`src/rtl/mix_columns_if.sv`:
```
// Handshake bundle for the MixColumns engine: input state channel, result channel and busy flag.
// The producer/consumer side uses the master modport and the engine uses the slave modport.
interface mix_columns_if #(
    parameter int NCOL = 4
);
    logic                 in_valid;
    logic                 in_ready;
    logic [32*NCOL-1:0]   in_state;
    logic                 in_inv;
    logic                 out_valid;
    logic                 out_ready;
    logic [32*NCOL-1:0]   out_state;
    logic                 busy;

    modport master (
        output in_valid, in_state, in_inv, out_ready,
        input  in_ready, out_valid, out_state, busy
    );

    modport slave (
        input  in_valid, in_state, in_inv, out_ready,
        output in_ready, out_valid, out_state, busy
    );
endinterface

```
`src/rtl/mix_columns_engine.sv`:
```
// Sequential AES MixColumns / InvMixColumns over an NCOL-column state, COLS_PER_CYC columns per clock.
// Column k occupies bits [32*NCOL-1-32k -: 32]; byte a is the MSB of each column.
//
// state | meaning
// IDLE  | waiting for a state, in_ready high
// RUN   | transforming COLS_PER_CYC columns per cycle into the result register
// DONE  | result held on out_state until out_ready
module mix_columns_engine #(
    parameter int NCOL         = 4,
    parameter int COLS_PER_CYC = 1
) (
    input logic         clk,
    input logic         rst,
    mix_columns_if.slave bus
);
    localparam int N  = NCOL / COLS_PER_CYC;
    localparam int CW = (N > 1) ? $clog2(N) : 1;

    generate
        if ((NCOL % COLS_PER_CYC) != 0 ||
            !(COLS_PER_CYC == 1 || COLS_PER_CYC == 2 || COLS_PER_CYC == 4 || COLS_PER_CYC == NCOL)) begin : g_bad_cfg
            $error("mix_columns_engine: illegal COLS_PER_CYC for this NCOL");
        end
    endgenerate

    typedef enum logic [1:0] {
        IDLE = 2'd0,
        RUN  = 2'd1,
        DONE = 2'd2
    } state_e;

    state_e               state_q, state_d;
    logic [CW-1:0]        cnt_q, cnt_d;
    logic [32*NCOL-1:0]   src_q, src_d;
    logic [32*NCOL-1:0]   res_q, res_d;
    logic                 inv_q, inv_d;

    function automatic logic [7:0] xtime(input logic [7:0] x);
        return {x[6:0], 1'b0} ^ (x[7] ? 8'h1b : 8'h00);
    endfunction

    // Multiples 2/4/8 of every byte let both directions share one xtime chain per byte.
    function automatic logic [31:0] mix_col(input logic [31:0] c, input logic inv);
        logic [7:0] b  [4];
        logic [7:0] x2 [4];
        logic [7:0] x4 [4];
        logic [7:0] x8 [4];
        logic [31:0] r;
        r = '0;
        for (int i = 0; i < 4; i++) begin
            b[i]  = c[31-8*i -: 8];
            x2[i] = xtime(b[i]);
            x4[i] = xtime(x2[i]);
            x8[i] = xtime(x4[i]);
        end
        for (int i = 0; i < 4; i++) begin
            if (inv) begin
                r[31-8*i -: 8] = (x8[i] ^ x4[i] ^ x2[i])
                               ^ (x8[(i+1)%4] ^ x2[(i+1)%4] ^ b[(i+1)%4])
                               ^ (x8[(i+2)%4] ^ x4[(i+2)%4] ^ b[(i+2)%4])
                               ^ (x8[(i+3)%4] ^ b[(i+3)%4]);
            end else begin
                r[31-8*i -: 8] = x2[i]
                               ^ (x2[(i+1)%4] ^ b[(i+1)%4])
                               ^ b[(i+2)%4]
                               ^ b[(i+3)%4];
            end
        end
        return r;
    endfunction

    always_ff @(posedge clk) begin
        if (rst) begin
            state_q <= IDLE;
            cnt_q   <= '0;
            src_q   <= '0;
            res_q   <= '0;
            inv_q   <= 1'b0;
        end else begin
            state_q <= state_d;
            cnt_q   <= cnt_d;
            src_q   <= src_d;
            res_q   <= res_d;
            inv_q   <= inv_d;
        end
    end

    always_comb begin
        state_d = state_q;
        cnt_d   = cnt_q;
        src_d   = src_q;
        res_d   = res_q;
        inv_d   = inv_q;
        case (state_q)
            IDLE: begin
                if (bus.in_valid) begin
                    src_d   = bus.in_state;
                    inv_d   = bus.in_inv;
                    cnt_d   = '0;
                    state_d = RUN;
                end
            end
            RUN: begin
                for (int j = 0; j < COLS_PER_CYC; j++) begin
                    res_d[32*(NCOL-1-(int'(cnt_q)*COLS_PER_CYC+j)) +: 32] =
                        mix_col(src_q[32*(NCOL-1-(int'(cnt_q)*COLS_PER_CYC+j)) +: 32], inv_q);
                end
                cnt_d = cnt_q + CW'(1);
                if (cnt_q == CW'(N-1)) begin
                    state_d = DONE;
                end
            end
            DONE: begin
                if (bus.out_ready) begin
                    state_d = IDLE;
                end
            end
            default: begin
                state_d = IDLE;
            end
        endcase
    end

    assign bus.in_ready  = (state_q == IDLE);
    assign bus.out_valid = (state_q == DONE);
    assign bus.busy      = (state_q != IDLE);
    assign bus.out_state = res_q;
endmodule

```
`src/flat_wrapper.sv`:
```
// flat-port wrapper written by rule: the top's interface ports become plain ports
module mix_columns_engine_flat 
#(
    parameter int NCOL         = 4,
    parameter int COLS_PER_CYC = 1
)
  (clk, rst, bus_in_valid, bus_in_state, bus_in_inv, bus_out_ready, bus_in_ready, bus_out_valid, bus_out_state, bus_busy);
  mix_columns_if #(.NCOL(NCOL)) bus_i ();
  input logic clk;
  input logic rst;
  input wire logic [$bits(bus_i.in_valid)-1:0] bus_in_valid;
  input wire logic [$bits(bus_i.in_state)-1:0] bus_in_state;
  input wire logic [$bits(bus_i.in_inv)-1:0] bus_in_inv;
  input wire logic [$bits(bus_i.out_ready)-1:0] bus_out_ready;
  output wire logic [$bits(bus_i.in_ready)-1:0] bus_in_ready;
  output wire logic [$bits(bus_i.out_valid)-1:0] bus_out_valid;
  output wire logic [$bits(bus_i.out_state)-1:0] bus_out_state;
  output wire logic [$bits(bus_i.busy)-1:0] bus_busy;
  assign bus_i.in_valid = bus_in_valid;
  assign bus_i.in_state = bus_in_state;
  assign bus_i.in_inv = bus_in_inv;
  assign bus_i.out_ready = bus_out_ready;
  assign bus_in_ready = bus_i.in_ready;
  assign bus_out_valid = bus_i.out_valid;
  assign bus_out_state = bus_i.out_state;
  assign bus_busy = bus_i.busy;
  mix_columns_engine #(.NCOL(NCOL), .COLS_PER_CYC(COLS_PER_CYC)) u_core (.clk(clk), .rst(rst), .bus(bus_i));
endmodule
```
`config.mk`:
```
export PLATFORM = sky130hd
export DESIGN_NAME = mix_columns_engine_flat
export DESIGN_NICKNAME = d
export VERILOG_FILES = /design/src/rtl/mix_columns_if.sv /design/src/rtl/mix_columns_engine.sv /design/src/flat_wrapper.sv
export SDC_FILE = /design/constraint.sdc
export NUM_CORES = 1
export LEC_CHECK = 0
export CORE_MARGIN = 2
export CORE_UTILIZATION = 46
export CTS_CLUSTER_SIZE = 28
export DETAILED_ROUTE_END_ITERATION = 6
export GPL_TIMING_DRIVEN = 0
export PLACE_DENSITY = 0.76
export SLEW_MARGIN = 0
export SYNTH_ARGS = -nofsm -noshare
export SYNTH_HDL_FRONTEND = slang
export SYNTH_SLANG_ARGS = --single-unit
export TNS_END_PERCENT = 1
```
`constraint.sdc`:
```
create_clock -name clk -period 2.9 [get_ports clk]
set_input_delay 0.58 -clock clk [delete_from_list [all_inputs] [get_ports clk]]
set_output_delay 0.58 -clock clk [all_outputs]
set_load 0.01 [all_outputs]
```
==> flow_metrics.py, run 1 <==
metrics = {
    "cells_and_area": {
        "layout.cells.non_filler": 1969,
        "synthToLayoutAreaGrowth_pct": 45.1,
        "drive_above_1_share_pct": 16.0,
        "fillCellCount": 1929,
        "nets": 1753,
        "num_antenna_cells": 0,
    },
    "clock_network": {
        "root_buffer": "clkbuf_16",
        "cts.sinks": 261,
        "clkTransAtPathRegs_ns": 0.06,
        "cts_made_buffers": 26,
        "cts_tree": "built",
        "cts_hold_buf": 0,
        "cts_max_level": 1,
        "cts_buffer_depth": 3,
        "clock_latency_ns": 0.54,
    },
    "place": {
        "post-place-ws_ns": -1.00,
        "dpl.hpwl_um": 29300,
        "post-place-cells": 1872,
        "io_buffers": 263,
        "place_congestion": 0.969,
    },
    "setup_path": {
        "start_kind": "flip-flop",
        "cp_data_required_time_ns": 3.32,
        "crit_arrival_ns": 3.74,
        "critical_path.max_fanout": 6,
        "crit_path_end_kind": "flip-flop",
        "criticalPathCategory": "reg -> reg",
    },
    "yosys": {
        "ys_seq_area_share_pct": 43.1,
        "syn-cell-area_um2": 12100,
        "synth_seq_cells": 261,
        "synth_area_per_cell_um2": 9.52,
        "netlist_instances": 1274,
        "ys_types": 38,
        "ys_warn_count": 0,
        "synth_fp_nets": 1412,
    },
    "floorplanning": {
        "die-area_um2": 27700,
        "die_h_um": 166,
        "io_pins": 264,
        "die_w_um": 166,
        "fp-row-count": 59,
        "core_um2": 26000,
        "start_util_pct": 46.7,
    },
    "power_and_ir_drop": {
        "p_sw_mw": 3.69,
        "p_leak_nw": 6.60,
        "cellPowerDensity_nw_per_um2": 642,
        "ir_worst_vdd_uv": 457,
        "power_frac_seq_pct": 33.9,
        "swShare_pct": 32.6,
        "combPwrFrac_pct": 37.0,
        "internal_power_mw": 7.61,
        "pwr-share-clk_pct": 29.1,
    },
    "sta": {
        "worst_slew_pin_slew_ns": 0.948,
        "rsz0062_at_grt": "yes",
        "skew_ns": 0.0211,
        "max_freq_ghz": 0.302,
        "period_share_pct": 114,
        "finalSetupViolCount": 124,
        "finalMaxSlewViolations": 0,
        "worst_slack_ns": -0.412,
        "min_period_ns": 3.31,
        "hold_violations": 0,
        "relSlewSlack_pct": 36.8,
    },
    "detailed_routing": {
        "avgRoutedWirePerCell_um": 21.3,
        "vias": 11106,
        "viasPerCell": 5.64,
        "drt_iter0_drc": 1040,
        "drt-total-wl_um": 42000,
        "postRouteAntennaNets": 0,
        "drc_errors": 0,
        "drtPass1Iterations": 5,
    },
    "job": {
        "drv_cap": 0,
    },
    "grt": {
        "grt_usage_pct": 28.1,
        "antenna_found_initial": 0,
        "grt_pass1_wl_um": 61000,
        "overflow": 0,
        "grt_pass1_vias": 10826,
        "grt_max_degree": 15,
    },
    "status": {
        "status": "complete, but fails checks",
        "violations": "negative setup slack",
    },
    "min_path": {
        "hp-class": "reg -> reg",
    },
}
==> critical path: stages (launching register included) <==
cell and delay, ns:
dfxtp_4 0.40, buf_12 0.16, buf_6 0.11, mux4_2 0.56, buf_8 0.16, xnor3_2 0.50, xnor2_2 0.28, xnor3_1 0.49
nand2_2 0.15, xnor2_2 0.14, a22o_1 0.24
==> final cells by class <==
type / instances / area (µm²) / share of cell area [%]
well taps: 335 / 419 / 2.38
clock buffers: 37 / 702 / 3.99
inverters: 6 / 22.5 / 0.128
plain buffers: 88 / 492 / 2.79
flip-flops and latches: 261 / 5230 / 29.7
clock inverters: 10 / 119 / 0.676
multi-input cells: 913 / 7460 / 42.4
repair buffers: 319 / 3150 / 17.9
==> synth_stat cells (all sizes together) <==
cell / instances / share of area (%)
a21oi: 136 / 5.7
inv: 6 / 0.19
nor4: 2 / 0.10
nand2b: 4 / 0.21
xor2: 36 / 2.6
or3: 1 / 0.052
nand2: 326 / 10
a22o: 48 / 3.5
o221ai: 12 / 0.87
a22oi: 38 / 2.4
xnor3: 34 / 6.3
xnor2: 136 / 11
nor3: 5 / 0.21
nor4b: 1 / 0.072
nand3: 1 / 0.041
nor2b: 4 / 0.21
nor2: 47 / 1.5
and3b: 1 / 0.072
ha: 5 / 0.52
a31oi: 1 / 0.052
mux2i: 7 / 0.58
mux4: 32 / 5.9
o21ai: 29 / 1.2
a211oi: 1 / 0.10
clkbuf: 72 / 2.2
dfxtp: 261 / 43
buf: 22 / 1.2
and2: 1 / 0.052
a32oi: 4 / 0.29
o21bai: 1 / 0.062
==> kinds of logic (layout without fill, tap and decap cells) <==
kind of cell	Yosys count	count (layout)	synth area share, %
simple gates	393	393	12.6
flops	261	261	43.1
buf+inv	100	460	3.63
compound gates	270	270	14.1
fa+ha+maj	5	5	0.516
xor+xnor	206	206	19.6
mux	39	39	6.52
==> through the flow <==
stage / util [%] / hold WS (ns) / power [mW] / instance area [µm²] / setup TNS (ns)
after floorplan: - / 0.433 / 5.99 / 12200 / 0
after global placement: 58.7 / 0.438 / 6.92 / 15300 / -57.73
after detailed placement: 58.7 / 0.443 / 6.96 / 15300 / -63.03
after CTS: 66.1 / 0.452 / 10.9 / 17200 / -13.54
after global routing: 67.7 / 0.470 / 11.6 / 17600 / -32.33
final: 67.7 / 0.452 / 11.3 / 17600 / -25.50
==> final timing paths <==
kind               startpoint  slack (ns)  depth (start not counted)                        to
min reg2reg  u_core.src_q[18]        0.45                          2          u_core.src_q[18]
min          u_core.src_q[18]        0.45                          2          u_core.src_q[18]
max reg2reg   u_core.cnt_q[0]       -0.41                         10  u_core.bus.out_state[69]
max           u_core.cnt_q[0]       -0.41                         10  u_core.bus.out_state[69]
==> power by group through the flow <==
stage	registers (mW)	clock network (mW)	logic [mW]
finish	3.83	3.29	4.18
global route	3.85	3.44	4.33
CTS	3.83	3.30	3.78
detailed placement	3.91	0	3.06
global placement	3.90	0	3.01
floorplan	3.91	0	2.09
==> registers in the layout, indices dropped and copies added, names as in the netlist <==
signal / cells
u_core.inv_q: 1
u_core.bus.out_state: 128
u_core.cnt_q: 2
u_core.state_q: 2
u_core.src_q: 128
==> metal layers <==
layer	GRT usage (%)	up-vias	wire [µm]
li1	-	5012	-
met1	35.2	5303	16100
met2	47.2	663	20300
met3	5.70	128	3780
met4	11.7	0	1850
met5	0	-	0
==> placed cells by master (no fill, tap or decap), drive strengths merged, types with 2 or more instances in the layout <==
| cell type | count |
|---|---|
| clkinv | 6 |
| xnor3 | 34 |
| nor2 | 47 |
| a22o | 48 |
| mux2i | 7 |
| xnor2 | 136 |
| bufinv | 2 |
| clkdlybuf4s50 | 263 |
| a22oi | 38 |
| nor2b | 4 |
| nor3 | 5 |
| xor2 | 36 |
| nand2 | 326 |
| a32oi | 4 |
| dfxtp | 261 |
| nor4 | 2 |
| a21oi | 136 |
| inv | 7 |
| o221ai | 12 |
| mux4 | 32 |
| nand2b | 4 |
| clkbuf | 107 |
| o21ai | 29 |
| ha | 5 |
| buf | 73 |
==> what timing repair did <==
action                     4_1_cts  5_1_grt
setup buffers                   34       20
setup endpoints to repair      128      128
pin swaps                       56       28
cloned                           2        0
gates resized for setup        132       47
Note: power is estimated with default switching activity, not from simulation.
==> inputs of run 2 (changes only) <==
CORE_UTILIZATION = 51   (was 46)
CTS_CLUSTER_DIAMETER = 150   (was not set)
PLACE_DENSITY = 0.8   (was 0.76)
clock period = 3.8 ns   (was 2.9 ns; I/O delays follow)
==> flow_metrics.py, run 2 (synthesis gave the netlist of run 1 again) <==
metrics = {
    "status": {
        "status": "completed",
    },
    "clock_network": {
        "cts_hold_buf": 0,
        "cts_tree": "built",
        "clock_latency_ns": 0.50,
        "root_buffer": "clkbuf_16",
        "cts_max_level": 1,
        "cts_buffer_depth": 3,
        "postCtsSetupBuffers": 0,
        "cts.sinks": 261,
        "clkTransAtPathRegs_ns": 0.11,
        "cts_made_buffers": 13,
    },
    "power_and_ir_drop": {
        "internal_power_mw": 4.61,
        "ir_worst_vdd_uv": 286,
        "p_leak_nw": 5.73,
        "fin_total_pwr_mw": 6.86,
        "cellPowerDensity_nw_per_um2": 439,
        "swShare_pct": 32.8,
        "combPwrFrac_pct": 35.4,
        "pwr-share-clk_pct": 21.9,
        "power_frac_seq_pct": 42.6,
        "p_sw_mw": 2.25,
    },
    "cells_and_area": {
        "fillCellCount": 1890,
        "final_common_cell": "nand2_1",
        "nets": 1690,
        "num_antenna_cells": 0,
        "synthToLayoutAreaGrowth_pct": 28.7,
        "drive_above_1_share_pct": 6.00,
        "final_cell_mix": "nand2_1 (326), clkdlybuf4s50_1 (263), dfxtp_1 (261)",
        "layout.cells.non_filler": 1870,
    },
    "detailed_routing": {
        "drc_errors": 0,
        "drt_iter0_drc": 1040,
        "drt-total-wl_um": 36800,
        "avgRoutedWirePerCell_um": 19.7,
        "postRouteAntennaNets": 0,
        "vias": 10512,
        "drtPass1Iterations": 5,
        "viasPerCell": 5.62,
    },
    "grt": {
        "overflow": 0,
        "grt_usage_pct": 28.9,
        "grt_pass1_wl_um": 55300,
        "grt_pass1_vias": 10051,
        "grt_max_degree": 29,
        "antenna_found_initial": 0,
    },
    "sta": {
        "fin_tns_setup_ns": 0,
        "skew_ns": 0.0326,
        "worst_slack_ns": 0.104,
        "timing.hold.ws_ns": 0.457,
        "hold_violations": 0,
        "worst_slew_pin_slew_ns": 1.03,
        "period_share_pct": 97.3,
        "max_freq_ghz": 0.271,
        "rsz0062_at_grt": "yes",
        "min_period_ns": 3.70,
        "finalMaxSlewViolations": 0,
        "relSlewSlack_pct": 30.4,
        "finalSetupViolCount": 0,
    },
    "setup_path": {
        "critPathTopFamily": "XOR/XNOR gates",
        "criticalPathCategory": "reg -> reg",
        "crit_chain": "buf_6 > buf_6 > mux4_2 > xnor2_4 > xnor3_1 > xnor3_1 > nand2_1 > xnor2_4 > a22o_1",
        "critical_path.max_fanout": 10,
        "critPathSlowestCell": "mux4_2",
        "rrSetupSlack_ns": 0.10,
        "cp_data_required_time_ns": 4.19,
        "crit_arrival_ns": 4.09,
        "crit_path_end_kind": "flip-flop",
        "start_kind": "flip-flop",
        "worstPathBufferInverterCount": 2,
        "crit_path_max_incr_delay_ns": 0.70,
    },
    "floorplanning": {
        "io_pins": 264,
        "core_um2": 23400,
        "fp-row-count": 56,
        "die_h_um": 158,
        "die_w_um": 158,
        "start_util_pct": 51.8,
        "die-area_um2": 25000,
    },
    "place": {
        "post-place-cells": 1856,
        "io_buffers": 263,
        "dpl.hpwl_um": 28900,
        "post-place-ws_ns": -0.0727,
        "place_congestion": 0.993,
    },
    "job": {
        "drv_cap": 0,
    },
    "min_path": {
        "hp-class": "reg -> reg",
    },
}
==> run 2: changes by cell type in the layout (fill, tap and decap cells not counted), sizes merged <==
cell	change
buf	-51
bufbuf	-1
clkbuf	-22
clkinvlp	-1
bufinv	-2
clkinv	-6
==> run 2: what timing repair did <==
| item | 4_1_cts | 5_1_grt |
|---|---|---|
| setup endpoints to repair | 10 | 39 |
| pin swaps | 0 | 0 |
| gates resized for setup | 4 | 11 |
==> run 2: power groups by stage <==
stage | sequential, mW | clock [mW] | combinational, mW
after global routing | 2.94 | 1.59 | 2.56
final | 2.92 | 1.50 | 2.43
after floorplan | 2.98 | 0 | 1.58
after global placement | 2.98 | 0 | 2.28
after detailed placement | 2.99 | 0 | 2.30
after CTS | 2.92 | 1.50 | 2.34
==> run 2: layer usage <==
layer	up-vias	global-route usage [%]	part of all wire, %
met4	0	9.48	3.6
met1	5007	37.7	40
met3	85	3.94	8.2
li1	4866	-	-
met2	554	49.8	48
met5	-	0	0
==> run 2: worst paths after layout <==
check	start	endpoint	cells past startpoint
hold reg to reg	u_core.src_q[114]	u_core.src_q[114]	2
hold / removal	u_core.src_q[114]	u_core.src_q[114]	2
setup reg to reg	u_core.cnt_q[0]	u_core.bus.out_state[52]	9
setup / recovery	u_core.cnt_q[0]	u_core.bus.out_state[52]	9
==> run 2: metrics by stage <==
step / util (%) / instance area (µm²)
2_1_floorplan: - / 12100
3_3_place_gp: 64.8 / 15200
3_5_place_dp: 64.8 / 15200
4_1_cts: 66.3 / 15500
5_1_grt: 66.7 / 15600
6_report: 66.7 / 15600
==> run 2: final cells by class <==
class	count	area (µm²)	share of cell area, %
Multi-Input combinational cell	913	6570	42.1
Sequential cell	261	5230	33.5
Timing Repair Buffer	263	2630	16.9
Buffer	94	418	2.68
Tap cell	319	399	2.56
Clock buffer	13	325	2.08
Inverter	6	22.5	0.144
Clock inverter	1	20.0	0.128
==> run 2: worst min-delay path, stage by stage (launching register included) <==
cell and delay, ns:
dfxtp_1 0.32, nand2_1 0.05, a21oi_1 0.05
